<file path="config.mk">
export PLATFORM = sky130hd
export DESIGN_NAME = multiplier_unit
export DESIGN_NICKNAME = d
export VERILOG_FILES = /design/src/rtl/multiplier_unit.sv
export SDC_FILE = /design/constraint.sdc
export NUM_CORES = 1
export LEC_CHECK = 0
export ABC_AREA = 1
export BUFFER_PORTS_ARGS = -buffer_cell sky130_fd_sc_hd__buf_4
export CORE_MARGIN = 3
export CORE_UTILIZATION = 61
export CTS_CLUSTER_DIAMETER = 30
export DETAILED_ROUTE_END_ITERATION = 10
export GPL_TIMING_DRIVEN = 0
export PLACE_DENSITY = 0.85
export REMOVE_ABC_BUFFERS = 1
export SETUP_SLACK_MARGIN = 0.4
export SYNTH_ARGS = -nofsm -noshare
export SYNTH_HDL_FRONTEND = slang
export SYNTH_SLANG_ARGS = --single-unit
</file>
<file path="constraint.sdc">
create_clock -name clk -period 6.2 [get_ports clk]
set_input_delay 1.24 -clock clk [delete_from_list [all_inputs] [get_ports clk]]
set_output_delay 1.24 -clock clk [all_outputs]
set_load 0.02 [all_outputs]
</file>
<file path="src/rtl/multiplier_unit.sv">
// Multi-cycle unsigned multiply unit for the Tomasulo core: accepts a tagged
// operand pair when idle and broadcasts the truncated product with its tag for one cycle.
module multiplier_unit #(
  parameter int WIDTH   = 8,
  parameter int TAG_W   = 3,
  parameter int LATENCY = 4
) (
  input  logic             clk,
  input  logic             reset_n,
  input  logic [TAG_W-1:0] MUL_Tag_ip,
  input  logic [WIDTH-1:0] Source_Reg1,
  input  logic [WIDTH-1:0] Source_Reg2,
  output logic [2:0]       count,
  output logic             MUL_Status,
  output logic [WIDTH-1:0] MUL_Output,
  output logic [TAG_W-1:0] MUL_Tag_op
);

  localparam logic [0:0] IDLE  = 1'b0;
  localparam logic [0:0] BUSY  = 1'b1;
  localparam logic [2:0] LAT_C = 3'(LATENCY);

  logic [0:0]       state_q, state_d;
  logic [2:0]       count_q, count_d;
  logic [WIDTH-1:0] a_q, a_d;
  logic [WIDTH-1:0] b_q, b_d;
  logic [TAG_W-1:0] tag_q, tag_d;
  logic [WIDTH-1:0] out_q, out_d;
  logic [TAG_W-1:0] tag_op_q, tag_op_d;

  // Low WIDTH bits of an unsigned product depend only on the operands' low bits,
  // so evaluating in WIDTH context equals truncating the full 2*WIDTH product.
  function automatic logic [WIDTH-1:0] mul_trunc(input logic [WIDTH-1:0] x,
                                                 input logic [WIDTH-1:0] y);
    logic [WIDTH-1:0] p;
    p = x * y;
    return p;
  endfunction

  always_comb begin
    state_d  = state_q;
    count_d  = count_q;
    a_d      = a_q;
    b_d      = b_q;
    tag_d    = tag_q;
    out_d    = out_q;
    tag_op_d = '0;
    if (state_q == IDLE) begin
      count_d = 3'd0;
      if (MUL_Tag_ip != '0) begin
        a_d     = Source_Reg1;
        b_d     = Source_Reg2;
        tag_d   = MUL_Tag_ip;
        count_d = 3'd1;
        state_d = BUSY;
      end
    end else if (count_q < LAT_C) begin
      count_d = count_q + 3'd1;
    end else begin
      out_d    = mul_trunc(a_q, b_q);
      tag_op_d = tag_q;
      count_d  = 3'd0;
      state_d  = IDLE;
    end
  end

  always_ff @(posedge clk or negedge reset_n) begin
    if (!reset_n) begin
      state_q  <= IDLE;
      count_q  <= 3'd0;
      a_q      <= '0;
      b_q      <= '0;
      tag_q    <= '0;
      out_q    <= '0;
      tag_op_q <= '0;
    end else begin
      state_q  <= state_d;
      count_q  <= count_d;
      a_q      <= a_d;
      b_q      <= b_d;
      tag_q    <= tag_d;
      out_q    <= out_d;
      tag_op_q <= tag_op_d;
    end
  end

  assign count      = count_q;
  assign MUL_Status = (state_q == BUSY);
  assign MUL_Output = out_q;
  assign MUL_Tag_op = tag_op_q;

endmodule

</file>
* Yosys cells after proc, flatten, opt, wreduce, memory -nomap -nowiden
Index checks and enable logic that the tools add are counted.
Word-level totals: register bits 34, input bits 21, output and inout bits 15, word-level logic and storage cells 23
Cells by class: add/subtract/negate cells 1, multiply operators 1, magnitude comparators 1, multiplexer cells 8, bitwise operators 2, reductions and logical operators 3
Operators by type and width (number):
- 3-bit 2-to-1 mux | 4
- 8-bit by 8-bit multiplier with 8-bit output | 1
- 1-bit 2-to-1 mux | 4
- 2-bit AND reduction | 2
- 3-bit by 1-bit adder with 3-bit output, second input constant | 1
- 3-bit less-than comparator, second input constant | 1
- 3-bit nonzero test | 1
- 1-bit inverter | 2

* Logic depth before layout (Yosys ltp)
Gate-level depths: netlist of the first run.
depth after elaboration 3, gate-level depth with buffers 23, gate-level depth less buffers 22

* Least setup slack after synthesis of the first run
OpenSTA, ideal clock, no wires.
kind register to register, from reg a_q[1], to reg out_q[7], in the netlist MUL_Output[7], setup time 0.117 ns, data arrival time 3.429 ns, data required time 6.083 ns, path slack 2.653 ns, stages on the path, launching flop included 21, path buffers 1, clock period less this slack 3.547 ns, cells stage by stage dfrtp_1 -> clkbuf_2 -> nand2_1 -> inv_1 -> fa_1 -> inv_1 -> fa_1 -> fa_1 -> fa_1 -> inv_1 -> ha_1 -> a21oi_1 -> nand2_1 -> nand3_1 -> nand2_1 -> nand2_1 -> nand2_1 -> inv_1 -> nand2_1 -> nand3_1 -> nand2_1
On the way: word-level cells in the longest chain between the ends 1
RTL lines:
- start: declaration | RTL line 25 | logic [WIDTH-1:0] a_q, a_d;
- start signal: assignment | RTL line 71 | a_q <= '0;
- start signal: assignment | RTL line 79 | a_q <= a_d;
- 8-bit by 8-bit multiplier with 8-bit output | RTL line 36 | p = x * y;
- end signal: assignment | RTL line 82 | out_q <= out_d;
- end: declaration | RTL line 28 | logic [WIDTH-1:0] out_q, out_d;
No other way between the ends. A chain may end at the register's enable or synchronous reset.

* Worst setup path in the final report of the first run
Same ends and word-level chain as after synthesis.

==> results.toml, run 1 <==
[synthesis]
post_synth_xor_area_fraction = 0.0152
avgSynthCellArea_um2 = 8.64
ys_seq_area_frac = 0.369
yosys-top-cells-area = "dfrtp_1 37%, nand2_1 14%, fa_1 10%, inv_1 9.3%, ha_1 9.2%"
post-synth-top-area-fraction = 0.369
synth_simple_gate_area_share = 0.189
syn-instance-count = 267
synth.largest_area_cell = "dfrtp_1"
ys_seq_elements = 34
yosysUniqueCellTypes = 20
synth-edff-count = 0
main_combinational_cell_family_by_area_after_synthesis = "adder cells"
yosysWarningCount = 0
synth.area.mux_share = 0.0781
yosys.area_share.adder = 0.196
synth_async_sr_flop_share = 1.00
synth_compound_gate_area_share = 0.0266
most_used_dff_post_synth = "dfrtp_1"
synthesis.area_um2 = 2310

[sta]
fmaxAchievable_ghz = 0.261
timing.setup.tns_ps = 0
period_needed_ps = 3830
final_min_period_over_clock_period = 0.618
worst_pin_slew_ps = 984
fin_skew_ps = 8.68
number_of_failing_setup_endpoints_in_the_final_timing_report = 0
hold_viol_final = 0
slew_violations = 0
setup_repair_after_global_routing_missed_its_margin = "false"
max-slew-margin-rel = 0.344

[clocking]
cts_tree = "done"
count_of_instances_resized_after_the_clock_tree_is_built = 0
clk_root_buffer_cell = "clkbuf_8"
cts_max_level = 2
ctsLongestPathBuffers = 2
tritoncts.num_buffers = 5
cts_setup_buffers = 0
tritoncts_num_sinks = 34
skew_pair_late_insertion_delay_ps = 290
hold_buffers = 0
worst_setup_hold_path_clk_slew_ps = 80

[setup_path]
startpoint_type = "flop"
crit_path_max_fanout = 8
critPathRequiredTime_ps = 6380
cp-end-kind = "flop"
criticalPathCategory = "reg -> reg"
worstPathArrival_ps = 4010
r2r-start = "a_q[1]"
register_to_register_path_setup_slack_ps = 2370
path_cells = "nand2_1 > inv_1 > fa_1 > inv_1 > fa_1 > fa_1 > fa_1 > inv_1 > ha_1 > a21oi_1 > nand2_1 > inv_1 > nand2_1 > nand2_1 > nand2_1 > nand2_1 > nand2_1 > nand3_1 > nand2_1"
regToRegEndpoint = "MUL_Output[7]"
critical-path-slowest-cell = "fa_1"
r2r_cells = 19
startpoint = "a_q[1]"
destination_of_the_critical_timing_path = "MUL_Output[7]"
critical_path.max_stage_delay_ps = 550
worst_path_most_repeated_cell = "nand2_1"

[route]
routed_wl_mm = 4.13
vias = 1753
drtPass1Iterations = 4
viasPerCell = 5.04
drt_drc_violations_left = 0
detailedRoute.firstIterationViolations = 80
wire_per_inst_um = 11.9
ant_nets = 0

[floorplan]
die_width_um = 67.5
placement_rows = 21
die_area_um2 = 4560
design.core.area_um2 = 3490
boundaryPins = 36
initial_core_util = 0.660
die_y_um = 67.5

[final_layout]
layout-area-overhead-vs-synth_pct = 14.9
layout.area.seq_um2 = 851
final_net_count = 351
layout-drive-gt1-share = 0.209
multiInputGateArea_um2 = 1170
filler_cell_count = 245
antennaDiodeCount = 0
utilization = 0.758

[run_status]
run_status = "finished clean"

[global_route]
grt_pass1_wl_mm = 7.13
track_usage = 0.211
first_global_vias = 1648
largest_net_degree_at_the_start_of_global_routing = 35
initial_antenna_violation_count = 0
grt_overflow_total = 0

[worst_hold_path]
hold_path.class = "reg -> reg"

[place]
dp.final_hpwl_mm = 3.13
numPortBuffers = 35
gp_congestion = 0.826

[flow_run]
drv_cap = 0
==> worst max-delay path, delay by kind of cell (launching register included) <==
kind | cells | cell delay, ps
adder cells (fa/ha/maj) | 5 | 2210
AND/OR/NAND/NOR | 9 | 630
flip-flops | 1 | 480
buffers and inverters | 4 | 250
AO/OA/AOI/OAI | 1 | 150
==> how the worst min path moves through the flow <==
stage / startpoint / end / slack [ps] / cells past startpoint
3_5_place_dp: tag_q[1] / tag_q[1] / 480 / 2
3_3_place_gp: tag_q[1] / tag_q[1] / 460 / 2
2_1_floorplan: tag_q[1] / tag_q[1] / 440 / 2
5_1_grt: MUL_Output[2] / MUL_Output[2] / 520 / 2
6_report: MUL_Output[4] / MUL_Output[4] / 490 / 2
4_1_cts: tag_q[0] / MUL_Tag_op[0] / 500 / 2
==> registers in the layout, summed over array words and instances (netlist names) <==
| register | cells |
|---|---|
| count | 3 |
| tag_q | 3 |
| MUL_Output | 8 |
| MUL_Status | 1 |
| MUL_Tag_op | 3 |
| a_q | 8 |
| b_q | 8 |
==> cells by family (layout without fill, tap and decap cells) <==
group	Yosys count	after routing
flip-flops	34	34
AO/OA/AOI/OAI	9	9
AND/OR/NAND/NOR	109	109
XOR/XNOR	4	4
multiplexers	16	16
adder cells (fa/ha/maj)	29	29
buffers and inverters	66	101
==> cells in the final DEF, fill, tap and decap left out <==
cell        netlist  layout
mux2_2           16      16
or2_2             1       1
o21ai_0           4       4
clkinv_1          1       1
clkinvlp_4        0       1
dfrtp_1          34      34
fa_1             12      12
a21oi_1           4       4
nor2_1            7       7
nand2_1          86      86
nand2_2           1       1
ha_1             17      17
o31ai_4           1       1
xor2_1            1       1
clkbuf_8          0       6
nand3_1          13      13
clkinv_2          0       1
nand3_2           1       1
buf_4             3      35
xnor2_1           3       3
inv_1            57      57
==> cell usage after synthesis (3+ instances only) <==
master   instances
o21ai_0          4
fa_1            12
nand2_1         86
mux2_2          16
nand3_1         13
xnor2_1          3
buf_6            4
ha_1            17
buf_4            3
inv_1           57
dfrtp_1         34
nor2_1           7
a21oi_1          4
==> layer usage <==
layer  routed length (um)  GRT usage  vias to the layer above  part of all wire
li1                     -          -                      877                 -
met1                 1820      0.272                      840              0.44
met2                 2100      0.352                       30              0.51
met3                  151     0.0399                        6             0.037
met4                   55     0.0785                        0             0.013
met5                    0          0                        -                 0
==> metrics by stage <==
step	std cells	setup WS [ps]	cell area, um2	hold WS, ps
after floorplan	259	2700	2230	442
after global placement	340	2470	2550	464
after detailed placement	340	2380	2550	476
after CTS	348	2350	2650	497
after global routing	348	2140	2650	518
final	348	2370	2650	491
==> layout make-up <==
type                            instances  share of cell area
Sequential cell                        34               0.321
Multi-Input combinational cell        167               0.440
Inverter                               58              0.0822
Timing Repair Buffer                   35              0.0992
Clock buffer                            6              0.0312
Clock inverter                          2             0.00472
Tap cell                               46              0.0217
Power of run 1 is left out: the tool's default activity adds up to more than one toggle a clock period on the data nets, which glitch-free logic cannot reach.
==> run 2, diff against run 1 <==
--- a/config.mk
+++ b/config.mk
@@ -8,11 +8,11 @@
 export ABC_AREA = 1
 export BUFFER_PORTS_ARGS = -buffer_cell sky130_fd_sc_hd__buf_4
 export CORE_MARGIN = 3
-export CORE_UTILIZATION = 61
+export CORE_UTILIZATION = 57
 export CTS_CLUSTER_DIAMETER = 30
 export DETAILED_ROUTE_END_ITERATION = 10
 export GPL_TIMING_DRIVEN = 0
-export PLACE_DENSITY = 0.85
+export PLACE_DENSITY = 0.8
 export REMOVE_ABC_BUFFERS = 1
 export SETUP_SLACK_MARGIN = 0.4
 export SYNTH_ARGS = -nofsm -noshare
==> constraint.sdc (replaced) <==
create_clock -name clk -period 3.8 [get_ports clk]
set_input_delay 0.76 -clock clk [delete_from_list [all_inputs] [get_ports clk]]
set_output_delay 0.76 -clock clk [all_outputs]
set_load 0.02 [all_outputs]
==> run 2 against run 1 <==
Fmax up 7.8%. Sequential share of layout area down 1.7 points. Register-to-register slack worse by 2100 ps. Global-route usage down 0.33 points. Critical path depth unchanged. Flip-flop and latch count unchanged. Wire length up 15%. Worst hold slack worse by 100 ps. Critical path type unchanged.
==> results.toml, run 2 (synthesis gave the netlist of run 1 again) <==
[run_status]
run_status = "finished clean"

[setup_path]
register_to_register_path_setup_slack_ps = 240
critPathRequiredTime_ps = 3980
criticalPathCategory = "reg -> reg"
cp-end-kind = "flop"
worstPathArrival_ps = 3740
crit_path_max_fanout = 4
startpoint_type = "flop"

[final_layout]
most-common-layout-cells = "83 x nand2_1, 54 x inv_1, 47 x buf_4, 27 x dfrtp_1, 16 x mux2_2"
antennaDiodeCount = 0
layout_commonest_cell = "nand2_1"
layout-area-overhead-vs-synth_pct = 22.4
layout-drive-gt1-share = 0.296
filler_cell_count = 257
utilization = 0.749
final_net_count = 364

[sta]
worst_pin_slew_ps = 986
hold_viol_final = 0
timing.final.ws_setup_ps = 244
max-slew-margin-rel = 0.343
period_needed_ps = 3560
final_min_period_over_clock_period = 0.936
fin_skew_ps = 6.73
slew_violations = 0
fmaxAchievable_ghz = 0.281
setup_repair_after_global_routing_missed_its_margin = "true"
number_of_failing_setup_endpoints_in_the_final_timing_report = 0
timing.hold.ws_ps = 390

[floorplan]
die_y_um = 69.6
die_area_um2 = 4850
boundaryPins = 36
die_width_um = 69.6
initial_core_util = 0.612
design.core.area_um2 = 3770
placement_rows = 22

[place]
gp_congestion = 0.779
dp.final_hpwl_mm = 3.27
numPortBuffers = 35
post_place_setup_slack_ps = -37.6

[route]
ant_nets = 0
vias = 1811
drtPass1Iterations = 4
viasPerCell = 5.00
wire_per_inst_um = 13.1
drt_drc_violations_left = 0
detailedRoute.firstIterationViolations = 83
routed_wl_mm = 4.76

[worst_hold_path]
hold_path.class = "in -> async"

[clocking]
cts_tree = "done"
skew_pair_late_insertion_delay_ps = 290
clk_root_buffer_cell = "clkbuf_8"
worst_setup_hold_path_clk_slew_ps = 70
tritoncts.num_buffers = 5
ctsLongestPathBuffers = 2
tritoncts_num_sinks = 34
cts_max_level = 2

[global_route]
grt_overflow_total = 0
first_global_vias = 1841
initial_antenna_violation_count = 0
grt_pass1_wl_mm = 7.91
largest_net_degree_at_the_start_of_global_routing = 35
track_usage = 0.208

[flow_run]
drv_cap = 0
run 2: per-layer routing:
layer	share of wire	vias up	wire, um	track usage
li1	-	894	-	-
met1	0.41	844	1950	0.244
met2	0.51	59	2420	0.356
met3	0.058	14	274	0.0565
met4	0.025	0	117	0.0894
met5	0	-	0	0
run 2: final cells by class:
class	count	area [um2]	share of cell area
Clock buffer	6	82.6	0.0292
Timing Repair Buffer	48	364	0.129
Inverter	58	218	0.0771
Sequential cell	34	860	0.304
Multi-Input combinational cell	167	1210	0.428
Clock inverter	1	30.0	0.0106
Tap cell	48	60.1	0.0213
run 2: stage by stage:
stage                     std cells  setup TNS, ps  cell area, um2
after floorplan                 259              0            2230
after global placement          342              0            2560
after detailed placement        342          -37.6            2560
after CTS                       359              0            2790
after global routing            362              0            2820
final                           362              0            2820
run 2: final timing paths:
check | start | end | cells after the start
max | b_q[2] | MUL_Output[7] | 19
max reg2reg | b_q[2] | MUL_Output[7] | 19
min in group clk | MUL_Output[3] | MUL_Output[3] | 2
max in group asynchronous | reset_n | a_q[2] | 1
min | reset_n | MUL_Output[6] | 1
min reg2reg | MUL_Output[3] | MUL_Output[3] | 2
run 2: worst max-delay path, stage by stage, from the launching register on:
cell     delay [ps]
dfrtp_2         440
nand2_2          80
inv_2            50
fa_2            380
inv_2            60
fa_1            430
fa_1            470
fa_1            510
inv_2            50
ha_4            220
a21oi_2         160
nand2_2          80
inv_1            50
nand2_1          60
nand3_1          70
nand2_1          80
inv_1            60
nand2_1          60
nand3_1          90
nand2_1          50
run 2: repair_timing:
| item | CTS | global route |
|---|---|---|
| gates resized for setup | 16 | 3 |
| endpoints found under the hold margin | 0 | 0 |
| endpoints found under the setup margin | 2 | 2 |
| hold buffers | 0 | 0 |
| pin swaps | 10 | 1 |
| setup buffers | 10 | 3 |
Power of run 2 is left out for the same reason.
